==> src/rtl/ad5302_pkg.sv <==
// Shared constants, FSM state type and command-word builder for the AD5302 sequencer.
package ad5302_pkg;

  localparam int CH_BIT   = 15;
  localparam int BUF_BIT  = 14;
  localparam int PD_LSB   = 12;
  localparam int CODE_LSB = 4;

  typedef enum logic [1:0] {
    IDLE,
    SEND,
    GUARD
  } state_t;

  // {ch, buf, pd[1:0], code[7:0], 4'h0}
  function automatic logic [15:0] build_word(input logic ch, input logic buf_en,
                                             input logic [1:0] pd, input logic [7:0] code);
    logic [15:0] w;
    w                 = '0;
    w[CH_BIT]         = ch;
    w[BUF_BIT]        = buf_en;
    w[PD_LSB +: 2]    = pd;
    w[CODE_LSB +: 8]  = code;
    return w;
  endfunction

endpackage

==> src/rtl/ad5302_rr_arb.sv <==
// Two-client round-robin arbiter: one-hot grant, pointer flips away from the served client.
module ad5302_rr_arb
  import ad5302_pkg::*;
(
  input  logic       clk,
  input  logic       rst_n,
  input  logic [1:0] req,
  input  logic       adv,
  input  logic       served,
  output logic [1:0] gnt,
  output logic       upd
);

  logic ptr;

  always_ff @(posedge clk) begin
    if (!rst_n)   ptr <= 1'b0;
    else if (adv) ptr <= ~served;
  end

  // Pointer only matters on contention; a lone requester always wins.
  always_comb begin
    gnt = req;
    if (&req) gnt = ptr ? 2'b10 : 2'b01;
  end

  assign upd = |req;

endmodule

==> src/rtl/ad5302_ctrl.sv <==
// AD5302 command sequencer: per-channel pending setpoints, init writes after reset,
// round-robin word issue over a stream master port with a post-handshake guard gap.
module ad5302_ctrl
  import ad5302_pkg::*;
#(
  parameter logic [7:0] INIT_A    = 8'h00,
  parameter logic [7:0] INIT_B    = 8'h00,
  parameter logic       BUF_EN    = 1'b0,
  parameter int         GUARD_CYC = 4
) (
  input  logic        clk,
  input  logic        rst_n,
  input  logic        a_req,
  input  logic [7:0]  a_data,
  input  logic        b_req,
  input  logic [7:0]  b_data,
  input  logic [1:0]  pd_mode,
  output logic        m_axis_tvalid,
  input  logic        m_axis_tready,
  output logic [15:0] m_axis_tdata,
  output logic        a_done,
  output logic        b_done,
  output logic        init_done,
  output logic        busy
);

  state_t     state;
  logic       pend_a, pend_b;
  logic [7:0] val_a, val_b;
  logic       sel_b;
  logic       seen_a, seen_b;
  logic [3:0] guard_cnt;
  logic [1:0] gnt;
  logic       pick;
  logic       hs;

  assign hs = (state == SEND) && m_axis_tready;

  // Requests are only presented in IDLE so the arbiter strobe doubles as "select now".
  ad5302_rr_arb u_arb (
    .clk    (clk),
    .rst_n  (rst_n),
    .req    ({pend_b, pend_a} & {2{state == IDLE}}),
    .adv    (hs),
    .served (sel_b),
    .gnt    (gnt),
    .upd    (pick)
  );

  always_ff @(posedge clk) begin
    if (!rst_n) begin
      state         <= IDLE;
      pend_a        <= 1'b1;
      pend_b        <= 1'b1;
      val_a         <= INIT_A;
      val_b         <= INIT_B;
      sel_b         <= 1'b0;
      seen_a        <= 1'b0;
      seen_b        <= 1'b0;
      guard_cnt     <= '0;
      m_axis_tvalid <= 1'b0;
      m_axis_tdata  <= '0;
      a_done        <= 1'b0;
      b_done        <= 1'b0;
      init_done     <= 1'b0;
    end else begin
      a_done <= 1'b0;
      b_done <= 1'b0;
      case (state)
        IDLE: if (pick) begin
          sel_b         <= gnt[1];
          m_axis_tdata  <= build_word(gnt[1], BUF_EN, pd_mode, gnt[1] ? val_b : val_a);
          m_axis_tvalid <= 1'b1;
          state         <= SEND;
        end
        SEND: if (m_axis_tready) begin
          m_axis_tvalid <= 1'b0;
          a_done        <= ~sel_b;
          b_done        <= sel_b;
          seen_a        <= seen_a | ~sel_b;
          seen_b        <= seen_b | sel_b;
          init_done     <= init_done | ((seen_a | ~sel_b) & (seen_b | sel_b));
          if (GUARD_CYC == 0) begin
            state <= IDLE;
          end else begin
            guard_cnt <= 4'(GUARD_CYC);
            state     <= GUARD;
          end
        end
        GUARD: begin
          guard_cnt <= guard_cnt - 4'd1;
          if (guard_cnt <= 4'd1) state <= IDLE;
        end
        default: state <= IDLE;
      endcase

      // A fresh request beats the clear from selection in the same cycle.
      if (a_req) begin
        pend_a <= 1'b1;
        val_a  <= a_data;
      end else if (pick && gnt[0]) begin
        pend_a <= 1'b0;
      end
      if (b_req) begin
        pend_b <= 1'b1;
        val_b  <= b_data;
      end else if (pick && gnt[1]) begin
        pend_b <= 1'b0;
      end
    end
  end

  assign busy = (state != IDLE) | pend_a | pend_b;

endmodule

==> config.mk <==
export PLATFORM = sky130hd
export DESIGN_NAME = ad5302_ctrl
export DESIGN_NICKNAME = d
export VERILOG_FILES = /design/src/rtl/ad5302_pkg.sv /design/src/rtl/ad5302_rr_arb.sv /design/src/rtl/ad5302_ctrl.sv
export SDC_FILE = /design/constraint.sdc
export NUM_CORES = 1
export LEC_CHECK = 0
export BUFFER_PORTS_ARGS = -buffer_cell sky130_fd_sc_hd__buf_2
export CORE_UTILIZATION = 28
export DETAILED_ROUTE_END_ITERATION = 8
export GPL_TIMING_DRIVEN = 1
export SLEW_MARGIN = 15
export SYNTH_ARGS = -nofsm -noshare
export SYNTH_HDL_FRONTEND = slang
export SYNTH_SLANG_ARGS = --single-unit
==> constraint.sdc <==
create_clock -name clk -period 1.1 [get_ports clk]
set_input_delay 0.11 -clock clk [delete_from_list [all_inputs] [get_ports clk]]
set_output_delay 0.11 -clock clk [all_outputs]
set_load 0.02 [all_outputs]
==> results of run 1 <==
cell families (layout without fill, tap and decap cells):
group	Yosys count	count (layout)	synth area share, %
buf+inv	21	74	6.66
fa+ha+maj	2	2	1.37
other cells	1	5	0.206
flops	42	42	46.2
mux	18	18	9.96
simple gates	58	58	17.1
xor+xnor	1	1	0.481
compound gates	45	45	18.1
worst max-delay path, delay by kind of cell, from the launching register on:
family	cells	cell delay, ps
simple gates	2	170
buf+inv	2	240
flops	1	370
per-stage QoR:
step	worst slack, ps	hold WS (ps)	util (%)	cell area (sq um)
2_1_floorplan	-21.8	227	-	1860
3_3_place_gp	-40.0	342	34.6	2180
3_5_place_dp	-71.6	350	34.6	2180
4_1_cts	-98.0	34.0	37.2	2350
5_1_grt	-143	41.9	38.9	2450
6_report	-92.9	44.5	38.9	2450
area by class of cell:
class | instances | area share (%)
clock buffers | 6 | 3.37
well taps | 77 | 3.93
flip-flops and latches | 42 | 35.1
clock inverters | 2 | 0.510
inverters | 3 | 0.459
multi-input cells | 129 | 39.1
repair buffers | 63 | 17.6
worst paths after layout:
| kind | startpoint | endpoint | depth (start not counted) |
|---|---|---|---|
| max | state[0]$_SDFFE_PN0P_ | busy | 4 |
| min | b_data[5] | val_b[5]$_SDFFE_PN0P_ | 3 |
| max reg2reg | pend_a$_SDFFE_PP1P_ | m_axis_tdata[5]$_SDFFE_PN0P_ | 4 |
| min reg2reg | m_axis_tvalid$_SDFFE_PN0P_ | m_axis_tvalid$_SDFFE_PN0P_ | 2 |
flip-flops by register name (all words and copies together) (netlist names), 2 cells and up:
register / flops
state: 2
m_axis_tdata: 10
val_b: 8
guard_cnt: 4
val_a: 8
report_power, final:
part           switching (W)  total, W  internal, W  leakage [nW]
registers          0.0000738   0.00170      0.00162         0.349
logic               0.000342  0.000661     0.000319         0.770
clock network       0.000553   0.00106     0.000505        0.0472
total               0.000969   0.00342      0.00245          1.17
metal layers:
layer | up-vias | track usage [%] | wire length (um)
met5 | - | 0 | 0
met4 | 0 | 6.90 | 82
met3 | 4 | 3.30 | 178
met2 | 32 | 19.8 | 1920
met1 | 695 | 17.3 | 1980
li1 | 762 | - | -
placed cells by master, fill, tap and decap left out, types with 3 or more instances in the layout:
| cell type | n |
|---|---|
| buf_2 | 37 |
| dfxtp_1 | 36 |
| nor2_1 | 23 |
| buf_4 | 18 |
| mux2i_1 | 17 |
| a21boi_0 | 8 |
| a21o_1 | 8 |
| o311a_1 | 8 |
| and3_1 | 8 |
| a21oi_1 | 7 |
| clkbuf_8 | 6 |
| conb_1 | 5 |
| dfxtp_4 | 5 |
| buf_6 | 5 |
| nand2_1 | 4 |
| nand3_1 | 3 |
| nand2_2 | 3 |
what timing repair did:
action                     CTS  global route
hold buffers                 0             0
setup endpoints to repair   17            23
hold endpoints to repair     0             0
pin swaps                    6             8
setup buffers                4             3
gates resized for setup     14            30
==> flow_metrics.env, run 1 <==
export IMPL_numCtsBuffers=5
export IMPL_crit_chain="nor2_4 > buf_6 > nand2_4 > buf_6"
export IMPL_ys_flop_type="dfxtp_1"
export IMPL_path_class="reg -> out"
export IMPL_synthTopCellsByArea="dfxtp_1 (46%), mux2i_1 (9.3%), nor2_1 (5.4%)"
export IMPL_grt_pass1_vias=1333
export IMPL_syn_cell_area_sq_um=1820
export IMPL_p_leak_nw=1.17
export IMPL_vias=1493
export IMPL_cp_required_ps=990
export IMPL_avgSynthCellArea_sq_um=9.69
export IMPL_dr_pass1_iters=4
export IMPL_crit_arrival_ps=1080
export IMPL_synth_top_area_cell="dfxtp_1"
export IMPL_yosysMostFrequentCell="dfxtp_1"
export IMPL_antenna_found_initial=0
export IMPL_placedCellCount=307
export IMPL_wire_per_inst_um=12.9
export IMPL_maxSlewViolCount=0
export IMPL_port_buffers=38
export IMPL_fin_cells=322
export IMPL_violations="negative setup slack"
export IMPL_cp_slowest_cell="dfxtp_4"
export IMPL_fillers=668
export IMPL_drt_initial_drc_count=37
export IMPL_synth_edf_count=0
export IMPL_clock_tree_buffer_depth=2
export IMPL_fin_skew_ps=12.1
export IMPL_finalPower_w=0.00342
export IMPL_synth_top_cell_area_share_pct=46.2
export IMPL_track_usage_pct=13.2
export IMPL_drv_cap=0
export IMPL_via_per_inst=4.64
export IMPL_num_rows=29
export IMPL_core_area_sq_um=6310
export IMPL_drc=0
export IMPL_grt_max_degree=20
export IMPL_cts_tree="yes"
export IMPL_setup_slack_ps=-92.9
export IMPL_final_seq_area_sq_um=861
export IMPL_reg2reg_slack_ps=-90
export IMPL_critPathMostFrequentCell="buf_6"
export IMPL_die_height_um=82.7
export IMPL_synth_seq_area_share_pct=46.2
export IMPL_synth_commonest_cells="dfxtp_1 (42), nor2_1 (26), mux2i_1 (17), a21oi_1 (9), and3_1 (9)"
export IMPL_syn_instance_count=188
export IMPL_ant_nets=0
export IMPL_multi_input_area_sq_um=958
export IMPL_yosysWarnings=0
export IMPL_setup_viol=12
export IMPL_critPathMaxStageDelay_ps=370
export IMPL_drive_gt1_share_pct=42.9
export IMPL_wl_um=4160
export IMPL_finalCritPeriodShare_pct=108
export IMPL_pin_count=44
export IMPL_cts_root_buffer="clkbuf_8"
export IMPL_area_growth_pct=34.7
export IMPL_ir_drop_uv=712
export IMPL_clk_latency_ps=300
export IMPL_h_tree_depth=2
export IMPL_grt_pass1_wl_um=6590
export IMPL_cts_num_sinks=42
export IMPL_status="complete, but fails checks"
export IMPL_n_antenna_cell=0
export IMPL_start_kind="flop"
export IMPL_final_min_clock_period_ps=1190
export IMPL_end_kind="output pin"
export IMPL_dieWidth_um=82.7
export IMPL_p_per_area_nw_per_um2=1390
export IMPL_rsz0062_at_grt="true"
export IMPL_dieArea_sq_um=6830
export IMPL_hold_viol_final=0
export IMPL_synth_cell_types=40
export IMPL_ys_async_sr_fraction_pct=0
export IMPL_critPathMaxFanout=3
export IMPL_gp_congestion=0.717
export IMPL_clk_pin_slew_ps=90
export IMPL_hold_class="in -> reg"
export IMPL_fmax_mhz=838
export IMPL_overflow=0
export IMPL_hpwl_um=2940
export IMPL_ys_ff_latch=42
export IMPL_final_setup_tns_ps=-862
export IMPL_fin_nets=269
export IMPL_initial_core_util_pct=28.9
Power figures use the tool's default switching activity.
==> run 2, diff against run 1 <==
Settings changed: ABC_AREA set to 1.
==> run 2 against run 1 <==
Against the previous run:
- the flow still finishes with violations (negative setup slack)
- synthesized cell count grew 26%
- combinational power increased by 20%
- final cell count increased by 12%
- largest power group unchanged
==> flow_metrics.env, run 2 <==
export IMPL_status="complete, but fails checks"
export IMPL_violations="negative setup slack"
export IMPL_final_setup_tns_ps=-142
export IMPL_cts_num_sinks=42
export IMPL_n_antenna_cell=0
export IMPL_layout_commonest_cell="nand2_1"
export IMPL_port_buffers=38
export IMPL_cts_tree="yes"
export IMPL_clockPowerShare_pct=33.2
export IMPL_crit_path_end="busy"
export IMPL_hpwl_um=2690
export IMPL_dieWidth_um=80.8
export IMPL_ant_nets=0
export IMPL_synthTopCellsByArea="dfxtp_1 (48%), nand2_1 (14%), a21oi_1 (8.3%)"
export IMPL_reg_largest_list="m_axis_tdata: 10 flops, val_a: 8 flops, val_b: 8 flops"
export IMPL_reg2reg_to="m_axis_tdata[6]$_SDFFE_PN0P_"
export IMPL_cp_required_ps=990
export IMPL_cts_root_buffer="clkbuf_8"
export IMPL_grt_pass1_wl_um=6240
export IMPL_drc=0
export IMPL_track_usage_pct=12.7
export IMPL_rsz0062_at_grt="true"
export IMPL_synth_top_cell_area_share_pct=48.3
export IMPL_ys_async_sr_fraction_pct=0
export IMPL_clock_tree_buffer_depth=2
export IMPL_finalCritPeriodShare_pct=112
export IMPL_start_kind="flop"
export IMPL_post_place_ws_ps=-36.6
export IMPL_ys_ff_latch=42
export IMPL_area_growth_pct=31.3
export IMPL_reg2reg_slack_ps=0
export IMPL_cts_hold_buf=0
export IMPL_hold_class="in -> reg"
export IMPL_core_area_sq_um=5960
export IMPL_synth_top_area_cell="dfxtp_1"
export IMPL_synth_commonest_cells="nand2_1 (63), dfxtp_1 (42), inv_1 (37), a21oi_1 (29), o21ai_0 (23)"
export IMPL_clk_pin_slew_ps=80
export IMPL_synth_seq_area_share_pct=48.3
export IMPL_swShare_pct=28.5
export IMPL_setup_viol=4
export IMPL_holdWs_ps=50.4
export IMPL_ys_flop_type="dfxtp_1"
export IMPL_gp_congestion=0.735
export IMPL_p_per_area_nw_per_um2=1650
export IMPL_wire_per_inst_um=10.5
export IMPL_pin_count=44
export IMPL_die_height_um=80.8
export IMPL_ir_drop_uv=583
export IMPL_path_class="reg -> out"
export IMPL_syn_cell_area_sq_um=1740
export IMPL_p_comb_share_pct=21.1
export IMPL_switching_power_w=0.00107
export IMPL_r2r_start="state[0]$_SDFFE_PN0P_"
export IMPL_p_leak_nw=1.10
export IMPL_dr_pass1_iters=4
export IMPL_drv_cap=0
export IMPL_yosysWarnings=0
export IMPL_finalInstanceArea_sq_um=2280
export IMPL_grt_max_degree=27
export IMPL_numCtsBuffers=5
export IMPL_crit_arrival_ps=1130
export IMPL_via_per_inst=4.36
export IMPL_fin_skew_ps=4.70
export IMPL_critPathLaunch="state[0]$_SDFFE_PN0P_"
export IMPL_largest_reg_flops=10
export IMPL_vias=1577
export IMPL_maxSlewViolCount=0
export IMPL_setup_slack_ps=-135
export IMPL_h_tree_depth=2
export IMPL_worst_r2r_cell_count=7
export IMPL_initial_core_util_pct=29.2
export IMPL_end_kind="output pin"
export IMPL_antenna_found_initial=0
export IMPL_p_seq_share_pct=45.7
export IMPL_grt_pass1_vias=1405
export IMPL_layout_common_cells="nand2_1 (61), buf_2 (37), inv_1 (36), dfxtp_1 (36), a21oi_1 (26)"
export IMPL_dpl_cell_area_sq_um=2040
export IMPL_final_min_clock_period_ps=1240
export IMPL_synth_edf_count=0
export IMPL_avgSynthCellArea_sq_um=7.37
export IMPL_syn_instance_count=236
export IMPL_overflow=0
export IMPL_num_rows=28
export IMPL_power_internal_w=0.00269
export IMPL_wl_um=3800
export IMPL_critPathMaxFanout=3
export IMPL_drive_gt1_share_pct=28.9
export IMPL_drt_initial_drc_count=64
export IMPL_top_register="m_axis_tdata"
export IMPL_dieArea_sq_um=6540
export IMPL_clk_latency_ps=290
export IMPL_yosysMostFrequentCell="nand2_1"
export IMPL_synth_cell_types=23
export IMPL_hold_viol_final=0
export IMPL_fmax_mhz=809
export IMPL_finalPower_w=0.00377
export IMPL_fin_nets=312
-- run 2: how the worst min path moves through the flow --
| stage | depth (start not counted) | slack [ps] | endpoint | start |
|---|---|---|---|---|
| 2_1_floorplan | 2 | 270 | m_axis_tdata[12]$_SDFFE_PN0P_ | pd_mode[0] |
| 3_3_place_gp | 3 | 360 | m_axis_tdata[12]$_SDFFE_PN0P_ | pd_mode[0] |
| 3_5_place_dp | 3 | 370 | m_axis_tdata[12]$_SDFFE_PN0P_ | pd_mode[0] |
| 4_1_cts | 3 | 50 | m_axis_tdata[12]$_SDFFE_PN0P_ | pd_mode[0] |
| 5_1_grt | 3 | 50 | m_axis_tdata[13]$_SDFFE_PN0P_ | pd_mode[1] |
| 6_report | 3 | 50 | m_axis_tdata[12]$_SDFFE_PN0P_ | pd_mode[0] |
-- run 2: what timing repair did --
item / 4_1_cts / 5_1_grt
gates cloned: 1 / 0
pin swaps: 2 / 7
endpoints found under the setup margin: 10 / 20
setup buffers: 5 / 0
gates resized for setup: 16 / 15
-- run 2: area by class of cell --
cell class / count / area [sq um]
inverter: 39 / 149
timing repair buffer: 52 / 329
sequential: 42 / 853
clock inverter: 1 / 30.0
tap: 75 / 93.8
clock buffer: 6 / 82.6
fill: 654 / 3670
multi-input combinational: 147 / 747
-- run 2: kinds of logic after synthesis --
family	share of synthesized area, %
AND/OR/NAND/NOR	20.1
other	0.215
flip-flops	48.3
adder cells (fa/ha/maj)	1.44
AO/OA/AOI/OAI	16.8
buffers and inverters	13.2
-- run 2: layer usage --
metal  track usage [%]  share of wire [%]  up-vias
met5                 0                  0        -
met2              21.3                 48       35
met4              5.89                1.1        0
met1              15.2                 48      707
met3              3.15                3.5        2
li1                  -                  -      833
-- run 2: metrics by stage --
stage	utilization [%]	cells
global route	38.4	362
detailed placement	34.3	350
floorplan	-	240
finish	38.4	362
global placement	34.3	350
CTS	37.6	362
-- run 2: critical path, cell delays in order, from the launching register on --
cell and delay [ps]:
dfxtp_2 350, nor2_4 130, o21ai_2 80, buf_6 120, nand2_4 50, buf_6 110
-- run 2: power groups by stage --
stage,logic (W),clock network (W),registers [W]
6_report,0.000796,0.00125,0.00172
3_5_place_dp,0.000697,0,0.00176
4_1_cts,0.000770,0.00127,0.00172
5_1_grt,0.000901,0.00134,0.00173
2_1_floorplan,0.000402,0,0.00182
3_3_place_gp,0.000687,0,0.00175
